File: config.mk
export PLATFORM = sky130hd
export DESIGN_NAME = iq_pair_scheduler
export DESIGN_NICKNAME = d
export VERILOG_FILES = /design/src/rtl/iq_pair_scheduler.sv
export SDC_FILE = /design/constraint.sdc
export NUM_CORES = 1
export LEC_CHECK = 0
export CORE_ASPECT_RATIO = 1.2
export CORE_MARGIN = 5
export CORE_UTILIZATION = 49
export DETAILED_ROUTE_END_ITERATION = 7
export GPL_ROUTABILITY_DRIVEN = 0
export PLACE_DENSITY = 0.85
export SLEW_MARGIN = 0
export SYNTH_ARGS = -nofsm -noshare
export SYNTH_HDL_FRONTEND = slang
export SYNTH_SLANG_ARGS = --single-unit
File: constraint.sdc
create_clock -name clock -period 7.9 [get_ports clock]
set_input_delay 1.975 -clock clock [delete_from_list [all_inputs] [get_ports clock]]
set_output_delay 1.975 -clock clock [all_outputs]
set_load 0.01 [all_outputs]
File: src/rtl/iq_pair_scheduler.sv
// iq_pair_scheduler
//   Drains the I and Q output FIFOs of the IQ reader in lockstep and writes
//   matched I/Q pairs into one downstream FIFO (demodulator input). Adds
//   start/burst sequencing, integer decimation (keep 1 of decim+1 pairs) and
//   a skew watchdog that halts the stream if only one FIFO keeps running dry.
//
// Ports
//   clock      system clock, rising edge
//   reset      asynchronous, active-low reset
//   start      level request to stream; dropping it returns RUN/DONE to IDLE
//   decim      decimation factor minus one, sampled on IDLE->RUN
//   burst_len  pairs to emit (0 = continuous), sampled on IDLE->RUN
//   i_empty/q_empty, i_dout/q_dout   first-word-fall-through FIFO heads
//   i_rd_en/q_rd_en                  pop strobes (always identical)
//   out_full, out_wr_en, out_i, out_q  downstream FIFO write side
//   busy/done/skew_err               state is RUN / DONE / HALT
//   out_count  pairs written since the last IDLE->RUN transition
module iq_pair_scheduler #(
  parameter int DATA_SIZE  = 32,
  parameter int DECIM_BITS = 4,
  parameter int BURST_BITS = 16,
  parameter int SKEW_LIMIT = 8
) (
  input  logic                  clock,
  input  logic                  reset,
  input  logic                  start,
  input  logic [DECIM_BITS-1:0] decim,
  input  logic [BURST_BITS-1:0] burst_len,
  input  logic                  i_empty,
  input  logic                  q_empty,
  input  logic [DATA_SIZE-1:0]  i_dout,
  input  logic [DATA_SIZE-1:0]  q_dout,
  output logic                  i_rd_en,
  output logic                  q_rd_en,
  input  logic                  out_full,
  output logic                  out_wr_en,
  output logic [DATA_SIZE-1:0]  out_i,
  output logic [DATA_SIZE-1:0]  out_q,
  output logic                  busy,
  output logic                  done,
  output logic                  skew_err,
  output logic [BURST_BITS-1:0] out_count
);

  localparam int SKEW_W = $clog2(SKEW_LIMIT + 1);

  typedef enum logic [1:0] {
    ST_IDLE = 2'd0,
    ST_RUN  = 2'd1,
    ST_DONE = 2'd2,
    ST_HALT = 2'd3
  } state_t;

  state_t                  state_reg, state_next;
  logic [DECIM_BITS-1:0]   decim_reg;
  logic [BURST_BITS-1:0]   burst_reg;
  logic [BURST_BITS-1:0]   out_count_reg;
  logic [DECIM_BITS-1:0]   dec_cnt_reg;
  logic [SKEW_W-1:0]       skew_cnt_reg;
  logic [DATA_SIZE-1:0]    last_i_reg, last_q_reg;

  logic                    running;
  logic                    both_avail;
  logic                    keep;
  logic                    pop;
  logic                    wr;
  logic                    skewed;
  logic                    skew_hit;
  logic                    burst_hit;
  logic [BURST_BITS-1:0]   count_inc;

  always_comb begin
    running    = (state_reg == ST_RUN);
    both_avail = !i_empty && !q_empty;
    keep       = (dec_cnt_reg == '0);
    // Discarded pairs never wait on out_full; kept pairs stall on it.
    pop        = running && both_avail && (!keep || !out_full);
    wr         = pop && keep;
    skewed     = running && (i_empty ^ q_empty);
    skew_hit   = skewed && (skew_cnt_reg == SKEW_W'(SKEW_LIMIT - 1));
    count_inc  = out_count_reg + 1'b1;
    burst_hit  = (burst_reg != '0) && wr && (count_inc == burst_reg);
  end

  // Next-state: HALT beats burst completion, which beats a dropped start.
  always_comb begin
    state_next = state_reg;
    case (state_reg)
      ST_IDLE: if (start) state_next = ST_RUN;
      ST_RUN: begin
        if (skew_hit)       state_next = ST_HALT;
        else if (burst_hit) state_next = ST_DONE;
        else if (!start)    state_next = ST_IDLE;
      end
      ST_DONE: if (!start) state_next = ST_IDLE;
      ST_HALT: state_next = ST_HALT;
      default: state_next = ST_IDLE;
    endcase
  end

  always_ff @(posedge clock or negedge reset) begin
    if (!reset) begin
      state_reg     <= ST_IDLE;
      decim_reg     <= '0;
      burst_reg     <= '0;
      out_count_reg <= '0;
      dec_cnt_reg   <= '0;
      skew_cnt_reg  <= '0;
      last_i_reg    <= '0;
      last_q_reg    <= '0;
    end else begin
      state_reg <= state_next;
      if (state_reg == ST_IDLE && start) begin
        decim_reg     <= decim;
        burst_reg     <= burst_len;
        out_count_reg <= '0;
        dec_cnt_reg   <= '0;
        skew_cnt_reg  <= '0;
      end
      if (pop) begin
        dec_cnt_reg <= (dec_cnt_reg == decim_reg) ? '0 : dec_cnt_reg + 1'b1;
      end
      if (wr) begin
        out_count_reg <= count_inc;
        last_i_reg    <= i_dout;
        last_q_reg    <= q_dout;
      end
      if (running) begin
        skew_cnt_reg <= skewed ? skew_cnt_reg + 1'b1 : '0;
      end
    end
  end

  // FIFO heads pass straight through on a write; otherwise the last written
  // pair is held so downstream sees stable data.
  assign i_rd_en   = pop;
  assign q_rd_en   = pop;
  assign out_wr_en = wr;
  assign out_i     = wr ? i_dout : last_i_reg;
  assign out_q     = wr ? q_dout : last_q_reg;
  assign busy      = (state_reg == ST_RUN);
  assign done      = (state_reg == ST_DONE);
  assign skew_err  = (state_reg == ST_HALT);
  assign out_count = out_count_reg;

endmodule
# ---- Word-level counts from Yosys, hierarchy flattened
# Index checks and enable logic that the tools add are counted.
dict set report word_totals {
  register_bits 110
  input_bits 90
  out_inout_bits 86
  elab_cells 53
}
dict set report op_classes {
  n_addsub 3
  n_eq_ne 7
  mux 14
  bitwise_logic 1
  n_reduce_logical 20
}
# operator count
set ops {}
lappend ops {{two-way mux 32 bit} 2}
lappend ops {{two-way mux 16 bit} 2}
lappend ops {{two-way mux 4 bit} 5}
lappend ops {{adder 16 x 1 -> 16 bit, second input constant} 1}
lappend ops {{== test 16 bit} 1}
lappend ops {{nonzero test 16 bit} 1}
lappend ops {{logical AND 1 bit} 9}
lappend ops {{adder 4 x 1 -> 4 bit, second input constant} 2}
lappend ops {{two-way mux 2 bit} 4}
lappend ops {{case mux 2 bit (4 select lines)} 1}
lappend ops {{nonzero test 2 bit} 3}
lappend ops {{== test 2 bit, second input constant} 2}
lappend ops {{== test 4 x 3 -> 1 bit, second input constant} 1}
lappend ops {{== test 4 bit} 1}
lappend ops {{zero test 1 bit} 4}
lappend ops {{zero test 4 bit} 1}
lappend ops {{== test 2 x 1 -> 1 bit, second input constant} 1}
lappend ops {{zero test 2 bit} 1}
lappend ops {{!= test 2 bit, second input constant} 1}
lappend ops {{logical OR 1 bit} 1}
lappend ops {{bitwise XOR 1 bit} 1}

# ---- Longest topological paths before layout
dict set report depth {
  word_depth 10
  ltp_mapped 10
  depth_no_buf 9
}

# ---- Least setup slack after synthesis
# Ideal clock, no wire load.
dict set report synth_timing {
  path_kind {input-to-output}
  startpoint {input i_empty}
  endpoint {output out_q[13]}
  arrival_ns 3.594
  required_time_ns 5.925
  path_slack_ns 2.331
  stages 10
  n_path_buf 2
  cell_sequence {inv_1 ha_1 nand3b_1 a21oi_1 nand2_1 inv_1 clkbuf_1 buf_1 nand2_1 nand2_1}
}
dict set report synth_via {
  elab_chain_len 6
}
# element line
set synth_rtl {}
lappend synth_rtl {{from (decl)} 29} ;# input logic i_empty,
lappend synth_rtl {{zero test 1 bit} 74} ;# both_avail = !i_empty && !q_empty;
lappend synth_rtl {{logical AND 1 bit} 74}
lappend synth_rtl {{logical AND 1 bit (2 in a row)} 77} ;# pop = running && both_avail && (!keep || !out_full);
lappend synth_rtl {{named net i_rd_en} 33} ;# output logic i_rd_en,
lappend synth_rtl {{logical AND 1 bit} 78} ;# wr = pop && keep;
lappend synth_rtl {{two-way mux 32 bit} --}
lappend synth_rtl {{to (decl)} 38} ;# output logic [DATA_SIZE-1:0] out_q,
# The timed path passes the listed nets, and every way through them passes these cells.

# ---- Worst setup path after layout
dict set report layout_timing {
  startpoint {input i_empty}
  endpoint {output out_q[14]}
}
dict set report layout_via {
  elab_chain_len 6
}
# element line
set layout_rtl {}
lappend layout_rtl {{zero test 1 bit} 74}
lappend layout_rtl {{logical AND 1 bit} 74}
lappend layout_rtl {{logical AND 1 bit (2 in a row)} 77}
lappend layout_rtl {{logical AND 1 bit} 78}
lappend layout_rtl {{two-way mux 32 bit} --}
# No other way between the ends.

==> summary.md <==
| Metric | Value |
|---|---|
| Global-route wire length before repair | `23460 um` |
| DRC violation total after the first TritonRoute iteration | `217` |
| Netlist area before placement | `5141 um2` |
| Relative area change from synthesis to final layout | `40.06%` |
| Area inside the core boundary | `10410 um2` |
| Clock insertion delay at the later pin of the skew report | `0.35 ns` |
| Yosys synthesis warning count | `0` |
| Clock slew seen by the registers of the worst setup and hold paths | `0.07 ns` |
| Synthesized net count | `657` |
| Total negative slack for setup checks | `0 ns` |
| CP Capture Type | `output port` |
| Count of standard-cell rows | `41` |
| Buffer count from post-CTS setup fixing | `0` |
| Worst hold slack | `roughly 0.47 ns` |
| Maximum fanout encountered on the critical timing path | `66` |
| Most utilized layer in the global route result | `met2` |
| RSZ-0062 raised after global routing | `false` |
| Flop-to-flop setup slack | `4.30 ns` |
| Mean instance size in the synthesized netlist | `9.148 um2` |
| Final setup violation count | `0` |
| Top FF cell, synth | `dfrtp_1` |
| Per-cell routed wire length | `16.94 um` |
| Path class of the lowest-slack min-delay path | `reg -> reg` |
| Buf+Inv Stages, Crit Path | `4` |
| Transition time of the tightest slew-check pin | `1.049 ns` |
| Family with the most delay on the worst path | `buffers and inverters` |
| Die span in x | `103.5 um` |
| Number of antenna violations at the first check in global routing | `0` |
| Worst vdd rail ir drop | `0.2097 mV` |
| Number of slew-limit violations in the final report | `0` |
| Final Skew | `0.006968 ns` |
| Initial Utilization | `49.37%` |
| Data required, critical path | `5.93 ns` |
| Fin crit period | `6.795 ns` |
| Share of the synthesized area in compound gates (AO/OA/AOI/OAI) | `roughly 8.4%` |
| Sum of routed wire length over all layers | `14400 um` |
| Via count of the first global-routing pass | `~4700` |
| Largest cells by area after synthesis | `dfrtp_1 54%, nand2_1 16%, mux2_2 4.4%` |
| Pin count of the biggest net entering global routing | `85` |
| Run status | `finished, final reports clean` |
| Clock root buffer | `clkbuf_16` |
| Sequential cell area fraction in the yosys report | `53.54%` |
| Number of register bits inferred by synthesis | `between 100 and 150` |
| Fillers | `just under 800` |
| Crit path arrival time | `4.82 ns` |
| Placed wire-length estimate after detailed placement | `between 10000 and 15000 um` |
| Clock tree from TritonCTS | `built` |
| Final Net Count | `812` |
| Headroom to the max-slew limit | `29.98%` |
| Cell type with the largest total area after synthesis | `dfrtp_1` |
| Ordered cell list for the critical path | `clkdlybuf4s50_1, inv_1, ha_1, nand3b_1, a21oi_1, nand2_2, inv_2, nand2_1, nand2_1, clkdlybuf4s50_1` |
| Number of buffers added by the clock tree synthesis step | `9` |
| Count of hold-fix buffers inserted at cts | `0` |
| Number of nets with antenna violations after routing | `0` |
| Combinational family with the most area after synthesis | `simple AND/OR/NAND/NOR gates` |
| Synth top area share | `53.54%` |
| Top-count cell post-synth | `nand2_1` |
| Crit share post-route | `86.01%` |
| H-tree depth reported by CTS | `3` |
| Number of clock sinks seen by CTS | `110` |
| # port buffers | `175` |
| Share of synthesized cell area in and, or, nand and nor gates | `24.80%` |
| CP Class | `in -> out` |
| Antenna fix cells | `0` |
| Total congestion overflow | `0` |
| Largest stage delay on the critical path | `0.78 ns` |
| Met3 demand-to-capacity share in global routing | `10.02%` |
| Die Span Y | `between 100 and 150 um` |
| Sequential cell area | `2753 um2` |
| Cell types with the highest counts after synthesis | `216 x nand2_1, 110 x dfrtp_1, 30 x o21ai_0` |
| Routed via count divided by cell count | `5.428` |
| Full die area | `~13000 um2` |
| Post-cts sizing count | `0` |
| PD cells | `282.0 nW/um2` |
| Adder and majority cell fraction of the synthesized area | `1.217%` |
| Fraction of met1 tracks used by global routing | `between 20 and 30%` |
| Standard cell with the maximum stage delay on the critical path | `inv_2` |
| Number of flops mapped to enable cells by yosys | `0` |
| Maximum buffer depth of the clock tree | `2` |
| GR Util met2 | `between 30% and 40%` |
| IO Pins | `176` |
| Leak Pwr | `around 3.2 nW` |
| Upper clock frequency limit | `approximately 150 MHz` |
| Multi-input combinational cell area | `2207 um2` |
| Number of maximum-capacitance constraint violations | `0` |
| Final hold vios | `0` |
| Synth cell types | `51` |
| Tot GR Track Use | `22.84%` |
| Multiplexer share of the synthesized area | `between 4 and 5%` |
| Fraction of registers with async set/reset | `100.0%` |
| Xor and xnor fraction of the mapped netlist area | `under 10%` |
| Design area | `about 7200 um2` |
| Number of vias after detailed routing | `4614` |
| Critical path launch point type | `primary input` |
| Pre-antenna DRT Iters | `5` |
| Area after detailed placement | `6927 um2` |
| Post-route DRC violation count | `0` |
| Instance count of the mapped netlist | `562` |
| Layout cell share with drive strength beyond 1 | `6.935%` |
-- per-layer routing --
metal  routed length (um)  vias up
li1                     -     2182
met1                 5251     2195
met2                 7214      209
met3                 1587       28
met4                  349        0
met5                    0        -
-- final cells by class --
type	instances	area share, %
Clock buffer	9	3.128
Clock inverter	6	0.6777
Inverter	7	0.3649
Multi-Input combinational cell	410	30.65
Sequential cell	110	38.23
Tap cell	129	2.242
Timing Repair Buffer	179	24.71
-- worst paths after layout --
path | startpoint | endpoint | cells past startpoint
worst max-delay path | i_empty | out_q[14] | 10
worst min-delay path | last_i_reg[4]$_DFF_PN0_ | last_i_reg[4]$_DFF_PN0_ | 2
worst max register to register | dec_cnt_reg[0]$_DFFE_PN0P_ | out_count[4]$_DFFE_PN0P_ | 10
min in group asynchronous | reset | last_i_reg[17]$_DFF_PN0_ | 1
max in group asynchronous | reset | last_q_reg[13]$_DFF_PN0_ | 2
worst min register to register | last_i_reg[4]$_DFF_PN0_ | last_i_reg[4]$_DFF_PN0_ | 2
-- worst min-delay path: stages, from the launching register on --
cell	delay [ns]
dfrtp_1	0.33
nand2_1	0.04
nand2_1	0.07
-- through the flow --
| step | cells | power [mW] | util, % | setup slack (ns) |
|---|---|---|---|---|
| 6_report | 850 | 2.030 | 69.15 | 1.105 |
| 5_1_grt | 850 | 2.156 | 69.15 | 0.8239 |
| 4_1_cts | 850 | 2.047 | 69.15 | 1.089 |
| 3_5_place_dp | 835 | 1.611 | 66.51 | 1.114 |
| 3_3_place_gp | 835 | 1.591 | 66.51 | 1.153 |
| 2_1_floorplan | 562 | 1.150 | - | 2.331 |
-- cells in the final DEF (no fill, tap or decap), types with 2 or more instances in the layout --
master / count
nand2b_1: 3
clkinvlp_4: 2
nor4_1: 6
and4_4: 2
dfrtp_1: 110
o211ai_1: 2
a21oi_1: 14
ha_1: 5
mux2i_1: 2
nor3_1: 4
nand3b_1: 2
and3_1: 5
nand4_1: 10
a22o_1: 2
o41ai_1: 2
inv_1: 6
clkdlybuf4s50_1: 174
xnor2_1: 12
clkbuf_16: 9
and2_1: 2
xor2_1: 9
a31oi_1: 3
and4_1: 2
nand2_1: 215
o31ai_1: 5
nor2_1: 15
mux2_2: 20
nand3_1: 11
o21ai_0: 30
clkinv_4: 2
nor2b_1: 6
buf_4: 5
-- power breakdown --
group / total, mW / switching (mW) / internal, mW / leakage, nW
registers: 0.822 / 0.0796 / 0.743 / 1.40
logic: 0.783 / 0.367 / 0.416 / 1.72
clock network: 0.425 / 0.210 / 0.215 / 0.129
total: 2.03 / 0.656 / 1.37 / 3.24
-- cell families after synthesis --
logic type	count (synthesis)
muxes	22
xor gates and xnor gates	21
AOI/OAI and AO/OA	70
adders and majority gates	5
DFF	110
and+or+nand+nor	292
buffers and inverters	42
Power figures use the tool's default switching activity.
